--- src/rtl/rf_port_arbiter.sv ---
// rf_port_arbiter: two-requester sequencer for the shared register-file port.
// Define RF_ARB_FIXED_PRIO_EN for fixed priority (requester 0 wins ties).
module rf_port_arbiter #(
    parameter int NREQ = 2,
    parameter int DW   = 8
) (
    input  logic            clk,
    input  logic            reset_n,
    input  logic [NREQ-1:0] req,
    input  logic [NREQ-1:0] we,
    input  logic [1:0]      waddr0,
    input  logic [1:0]      waddr1,
    input  logic [1:0]      raddr1_0,
    input  logic [1:0]      raddr2_0,
    input  logic [1:0]      raddr1_1,
    input  logic [1:0]      raddr2_1,
    input  logic [DW-1:0]   wdata0,
    input  logic [DW-1:0]   wdata1,
    output logic [NREQ-1:0] gnt,
    output logic [NREQ-1:0] done,
    output logic [DW-1:0]   rdata1,
    output logic [DW-1:0]   rdata2,
    output logic            rf_ren_wen,
    output logic [1:0]      rf_writeaddr,
    output logic [1:0]      rf_readaddr1,
    output logic [1:0]      rf_readaddr2,
    output logic [DW-1:0]   acc,
    input  logic [DW-1:0]   rf_data1,
    input  logic [DW-1:0]   rf_data2
);

    typedef enum logic [1:0] {
        IDLE  = 2'd0,
        ISSUE = 2'd1,
        CAPT  = 2'd2,
        RESP  = 2'd3
    } state_t;

    state_t          state;
    state_t          state_nxt;
    logic            any_req;
    logic            win;
    logic            owner;
    logic            we_q;
    logic [1:0]      wa_q;
    logic [1:0]      ra1_q;
    logic [1:0]      ra2_q;
    logic [DW-1:0]   wd_q;
    logic [NREQ-1:0] owner_oh;

    assign any_req  = |req;
    assign owner_oh = owner ? NREQ'(2'b10) : NREQ'(2'b01);

`ifdef RF_ARB_FIXED_PRIO_EN
    assign win = ~req[0];
`else
    logic last;

    // On a tie the requester that did not win last time goes first.
    assign win = (req[0] & req[1]) ? ~last : req[1];

    always_ff @(posedge clk or negedge reset_n) begin
        if (!reset_n) begin
            last <= 1'b1;
        end else if (state == IDLE && any_req) begin
            last <= win;
        end
    end
`endif

    always_comb begin
        gnt = '0;
        if (state == IDLE && any_req) begin
            gnt = win ? NREQ'(2'b10) : NREQ'(2'b01);
        end
    end

    always_ff @(posedge clk or negedge reset_n) begin
        if (!reset_n) begin
            state <= IDLE;
        end else begin
            state <= state_nxt;
        end
    end

    always_comb begin
        state_nxt = state;
        unique case (state)
            IDLE:  if (any_req) state_nxt = ISSUE;
            ISSUE: state_nxt = we_q ? RESP : CAPT;
            CAPT:  state_nxt = RESP;
            RESP:  state_nxt = IDLE;
            default: state_nxt = IDLE;
        endcase
    end

    always_ff @(posedge clk or negedge reset_n) begin
        if (!reset_n) begin
            owner <= 1'b0;
            we_q  <= 1'b0;
            wa_q  <= '0;
            ra1_q <= '0;
            ra2_q <= '0;
            wd_q  <= '0;
        end else if (state == IDLE && any_req) begin
            owner <= win;
            we_q  <= win ? we[1] : we[0];
            wa_q  <= win ? waddr1 : waddr0;
            ra1_q <= win ? raddr1_1 : raddr1_0;
            ra2_q <= win ? raddr2_1 : raddr2_0;
            wd_q  <= win ? wdata1 : wdata0;
        end
    end

    // Read data is sampled only at the end of CAPT, so rf_data never
    // reaches an output combinationally.
    always_ff @(posedge clk or negedge reset_n) begin
        if (!reset_n) begin
            rdata1 <= '0;
            rdata2 <= '0;
            done   <= '0;
        end else begin
            if (state == CAPT) begin
                rdata1 <= rf_data1;
                rdata2 <= rf_data2;
            end
            done <= (state_nxt == RESP) ? owner_oh : '0;
        end
    end

    always_comb begin
        rf_ren_wen   = 1'b0;
        acc          = '0;
        rf_writeaddr = wa_q;
        rf_readaddr1 = ra1_q;
        rf_readaddr2 = ra2_q;
        if (state == ISSUE) begin
            rf_ren_wen = we_q;
            acc        = wd_q;
        end
    end

endmodule

--- config.mk ---
export PLATFORM = sky130hd
export DESIGN_NAME = rf_port_arbiter
export DESIGN_NICKNAME = d
export VERILOG_FILES = /design/src/rtl/rf_port_arbiter.sv
export SDC_FILE = /design/constraint.sdc
export NUM_CORES = 1
export LEC_CHECK = 0
export BUFFER_PORTS_ARGS = -buffer_cell sky130_fd_sc_hd__buf_2
export CORE_MARGIN = 5
export CORE_UTILIZATION = 28
export DETAILED_ROUTE_END_ITERATION = 8
export SKIP_LAST_GASP = 1
export SYNTH_ARGS = -nofsm -noshare
export SYNTH_HDL_FRONTEND = slang
export SYNTH_SLANG_ARGS = --single-unit
--- constraint.sdc ---
create_clock -name clk -period 1.46 [get_ports clk]
set_input_delay 0.219 -clock clk [delete_from_list [all_inputs] [get_ports clk]]
set_output_delay 0.219 -clock clk [all_outputs]
set_load 0.005 [all_outputs]
# Word-level counts from Yosys, hierarchy flattened

Cells that the tools add are included.

Logic and storage cells: 35
Bits of input ports: 50
Output and inout bits: 35
Flip-flop bits (word level): 37

Reductions and logical operators: 3
Bitwise operators: 2
Equality and inequality tests: 4
Multiplexer cells: 15

Operators by type and width:

| cell               | count |
|---|---|
| $mux 2             | 8 |
| $mux 8             | 2 |
| $pmux 2 s4         | 1 |
| $eq 2x2->1 const B | 3 |
| $mux 1             | 4 |
| $eq 2x1->1 const B | 1 |
| $logic_not 2->1    | 1 |
| $reduce_or 2->1    | 1 |
| $and 1x1->1        | 1 |
| $logic_and 1x1->1  | 1 |
| $not 1->1          | 1 |

# Depth between registers and ports, before layout

Depth after elaboration: 5
Gate-level depth with buffers: 6
Depth with buffers taken out: 5

# Worst setup path after synthesis

Ideal clock, no wire load.

Path type: register to register
From: reg state[0]
To: reg rdata1[2]
Stages on the path, launching flop included: 6
Period minus slack after synthesis: 1.453 ns
Data arrival time: 1.328 ns
Slack: 0.007 ns
Buffers on the path: 2
Library setup time: 0.125 ns
Required time: 1.335 ns
Cells stage by stage: dfrtp_1 -> inv_1 -> ha_1 -> buf_2 -> buf_2 -> mux2_2

Cells in the longest elaborated chain, start to end: 1

Ends and longest elaborated chain:

| element                | RTL line | RTL |
|---|---|---|
| start, declared        | 39       | `state_t state;` |
| start signal, assigned | 82       | `state <= state_nxt;` |
| $eq 2x2->1             | 123      | `if (state == CAPT) begin` |
| end signal, assigned   | 124      | `rdata1 <= rf_data1;` |
| end, declared          | 21       | `output logic [DW-1:0] rdata1,` |

Every way passes these cells.
A chain may end at the register's enable or synchronous reset.

# Worst setup path after layout

From: reg state[0]
To: out acc[5]

Cells in the longest elaborated chain, start to end: 2

Ends and longest elaborated chain:

| element       | RTL line | RTL |
|---|---|---|
| $eq 2x1->1    | 137      | `if (state == ISSUE) begin` |
| $mux 8        | 137      |  |
| end, declared | 27       | `output logic [DW-1:0] acc,` |

Every way passes these cells.

==> metrics list <==
* Transition time at the pin with the least slew margin: 0.467 ns
- The total area inside the core boundary comes to between 5000 and 6000 sq um.
* Leakage power total: between 1 and 1.5 nW
* Fraction of layout instances using a drive strength above 1: 65.5%
- Antenna-violating nets left: 0
- Areal power density over the cells: 2100 nW/um^2
- Worst Path Arrival: 1.36 ns
* Maximum frequency from static timing analysis: 633 MHz
* Initial DRT Pass Iterations: 4
* Commonest cells in the synthesized netlist: sky130_fd_sc_hd__dfrtp_1, sky130_fd_sc_hd__mux2_2, sky130_fd_sc_hd__a221o_1
* Number of DRC violations after detailed-routing iteration 0: 18
* All-layer global routing usage: 11.4%
* Floorplan die height: 85.7 um
- Wires add up to 4090 um.
* Crit path launch type: register
- The worst setup path is captured at an output port.
- Setup slack after layout: -0.119 ns
- Of all nets on the critical path, the largest fanout is 6.
- Area leader, netlist: sky130_fd_sc_hd__dfrtp_1
- The root buffer cell chosen for the clock tree is sky130_fd_sc_hd__clkbuf_8.
- In this run, CTS created clock tree buffers numbering 5.
- Maximum buffer depth of the clock tree: 2
* Layout Utilization: 45.0%
- For this run, the leading register cell type out of synthesis is sky130_fd_sc_hd__dfrtp_1.
- The later pin in the worst-skew pair is clocked with a latency of 0.28 ns.
- The synthesized design contains 0 enable-type register cells.
* Number of cells produced by synthesis: 116
- Per-cell via count in the routed design: 4.45
- In the routed design, unresolved DRC markers number 0.
* Pin count of the biggest net entering global routing: 38
- Final-stage net count: ~270
* Die Area: ~7400 sq um
- Fraction of synthesized cell area taken by the top area cell type: 56.1%
- Worst setup path class: reg2out
- Row generation in the floorplan step produced 27 rows.
- Failing checks: negative setup slack
* Number of clock sinks: 37
- The run finished, with violations left.
- Die W: 85.7 um
* Initial Utilization: 29.0%
* CTS tree: built
- Clock-pin slew was measured on the worst setup and hold paths at 0.07 ns.
- Hold wc startpoint: wdata1[1]
* Peak supply drop: just over 600 uV
- Setup repair after global routing could not meet its margin everywhere.
* Number of buffers inserted by port buffering: 84
- The first global-routing pass estimated approximately 6600 um of wire.
- Post-DP HPWL: 3090 um
- The critical path starts at state[0].
- Synth Net Count: 170
- For the final database, setup skew stands at 0.00593 ns.
- Final setup violating endpoints: 22
* Clock H-tree levels: 2
* Setup_tns: -1.57 ns
* Final routed wire length divided by cell count: roughly 14 um
* Count of final hold-check violations: 0
* HP Class: in2reg
* Mapped Area: 1610 sq um
- Area contributors post-synth: sky130_fd_sc_hd__dfrtp_1, sky130_fd_sc_hd__mux2_2, sky130_fd_sc_hd__a221o_1
* Vias in the first global route: 1,409
* Leading cell type by number of instances after synthesis: sky130_fd_sc_hd__dfrtp_1
- Data on the critical path is required at its endpoint by 1.24 ns.
- Part of the cycle the worst path needs: 108%
- Share of synthesized area occupied by flip-flops and latches: 57.7%
* Count of yosys warnings during synthesis: 0
* Area added between synthesis and finish: 55.3%
- Across the run, the number of max-cap violations was 0.
* Per-instance average area after synthesis: 13.8 sq um
- At the end of routability-driven placement, the weighted congestion stood at 0.713.
- Count of distinct cell types in the synthesized netlist: 21
- Crit path time final: ~1.6 ns
* Initial antenna violation count: 0
- RR Startpoint: state[0]
- Max-slew violation count: 0
* Slew Limit Headroom: about 70%
- Pin placement for this block handled 85 I/O pins.
- For this run the aggregate overflow at the end of global routing stands at 0.
* Number of vias after detailed routing: 1,300
- In this run, synthesis produced a sequential element count of 37.
* Async set-reset flop share out of synthesis: 100%
* Number of fill cells: just over 500
* Number of antenna repair diodes: 0
[critical path, cell delays in order (launching register included)]
cell and delay [ns]:
sky130_fd_sc_hd__dfrtp_1 0.41, sky130_fd_sc_hd__buf_6 0.13, sky130_fd_sc_hd__ha_4 0.16, sky130_fd_sc_hd__buf_6 0.13
sky130_fd_sc_hd__and2_4 0.13, sky130_fd_sc_hd__buf_6 0.11
[per-layer routing]
metal / up-vias / wire length [um] / global-route usage (%)
li1: 622 / - / -
met1: 618 / 1630 / 13.3
met2: 54 / 2000 / 18.6
met3: 6 / 411 / 4.80
met4: 0 / 55 / 4.17
met5: - / 0 / 0
[sequential cells by signal, indices dropped and copies added, names as in the netlist]
name,flops
rf_readaddr1,2
wd_q,8
rf_readaddr2,2
rdata2,8
rdata1,8
done,2
rf_writeaddr,2
last,1
state,2
we_q,1
owner,1
[power breakdown]
part	leakage, nW	internal [mW]	switching (mW)
clock	0.0681	0.678	0.352
combinational	0.724	1.47	0.943
sequential	0.446	1.55	0.254
total	1.24	3.70	1.55
[metrics by stage]
step	worst slack [ns]	instances	hold slack [ns]	instance area, sq um	total power [mW]
global placement	0.0209	280	0.292	2200	3.88
CTS	-0.120	292	0.148	2480	5.29
floorplan	0.00732	116	-0.0766	1610	2.98
detailed placement	-0.0206	280	0.298	2200	3.92
finish	-0.119	292	0.159	2490	5.25
global route	-0.170	292	0.150	2490	5.61
[final timing paths]
check	end	slack, ns	cells past startpoint
setup / recovery	acc[5]	-0.12	5
hold / removal	wd_q[1]	0.16	2
setup reg to reg	rf_readaddr2[0]	-0.05	7
hold reg to reg	owner	0.50	1
max in group asynchronous	last	0.59	3
min in group asynchronous	done[1]	0.52	3
[cell usage in the layout, fill, tap and decap left out, drive strengths merged, types with 2 or more instances in the layout]
cell type / instances
dfrtp: 36
a221o: 15
nand2: 2
ha: 4
and2: 24
bufinv: 2
a21o: 2
inv: 3
buf: 100
a21oi: 3
clkbuf: 5
mux2: 16
[cells by family (layout without fill, tap and decap cells)]
| family | count (synthesis) | count (layout) | share of synthesized area (%) |
|---|---|---|---|
| multiplexers | 16 | 16 | 11.2 |
| adder cells (fa/ha/maj) | 4 | 4 | 3.12 |
| flip-flops | 37 | 37 | 57.7 |
| buffers and inverters | 8 | 112 | 3.19 |
| AO/OA/AOI/OAI | 22 | 22 | 13.6 |
| AND/OR/NAND/NOR | 29 | 29 | 11.1 |
[layout make-up]
class                           count  area [sq um]  share of cell area [%]
Multi-Input combinational cell     71           678                    27.2
Clock buffer                        5          68.8                    2.76
Clock inverter                      3          65.1                    2.61
Sequential cell                    37           927                    37.2
Timing Repair Buffer              101           654                    26.2
Tap cell                           72          90.1                    3.61
Inverter                            3          11.3                   0.451
[repair_timing]
| action | CTS | global route |
|---|---|---|
| buffers inserted | 3 | 0 |
| pin swaps | 1 | 1 |
| endpoints found under the hold margin | 36 | 0 |
| hold buffers | 1 | 0 |
| endpoints found under the setup margin | 21 | 38 |
| resized for setup | 28 | 4 |
Power figures use the tool's default switching activity.
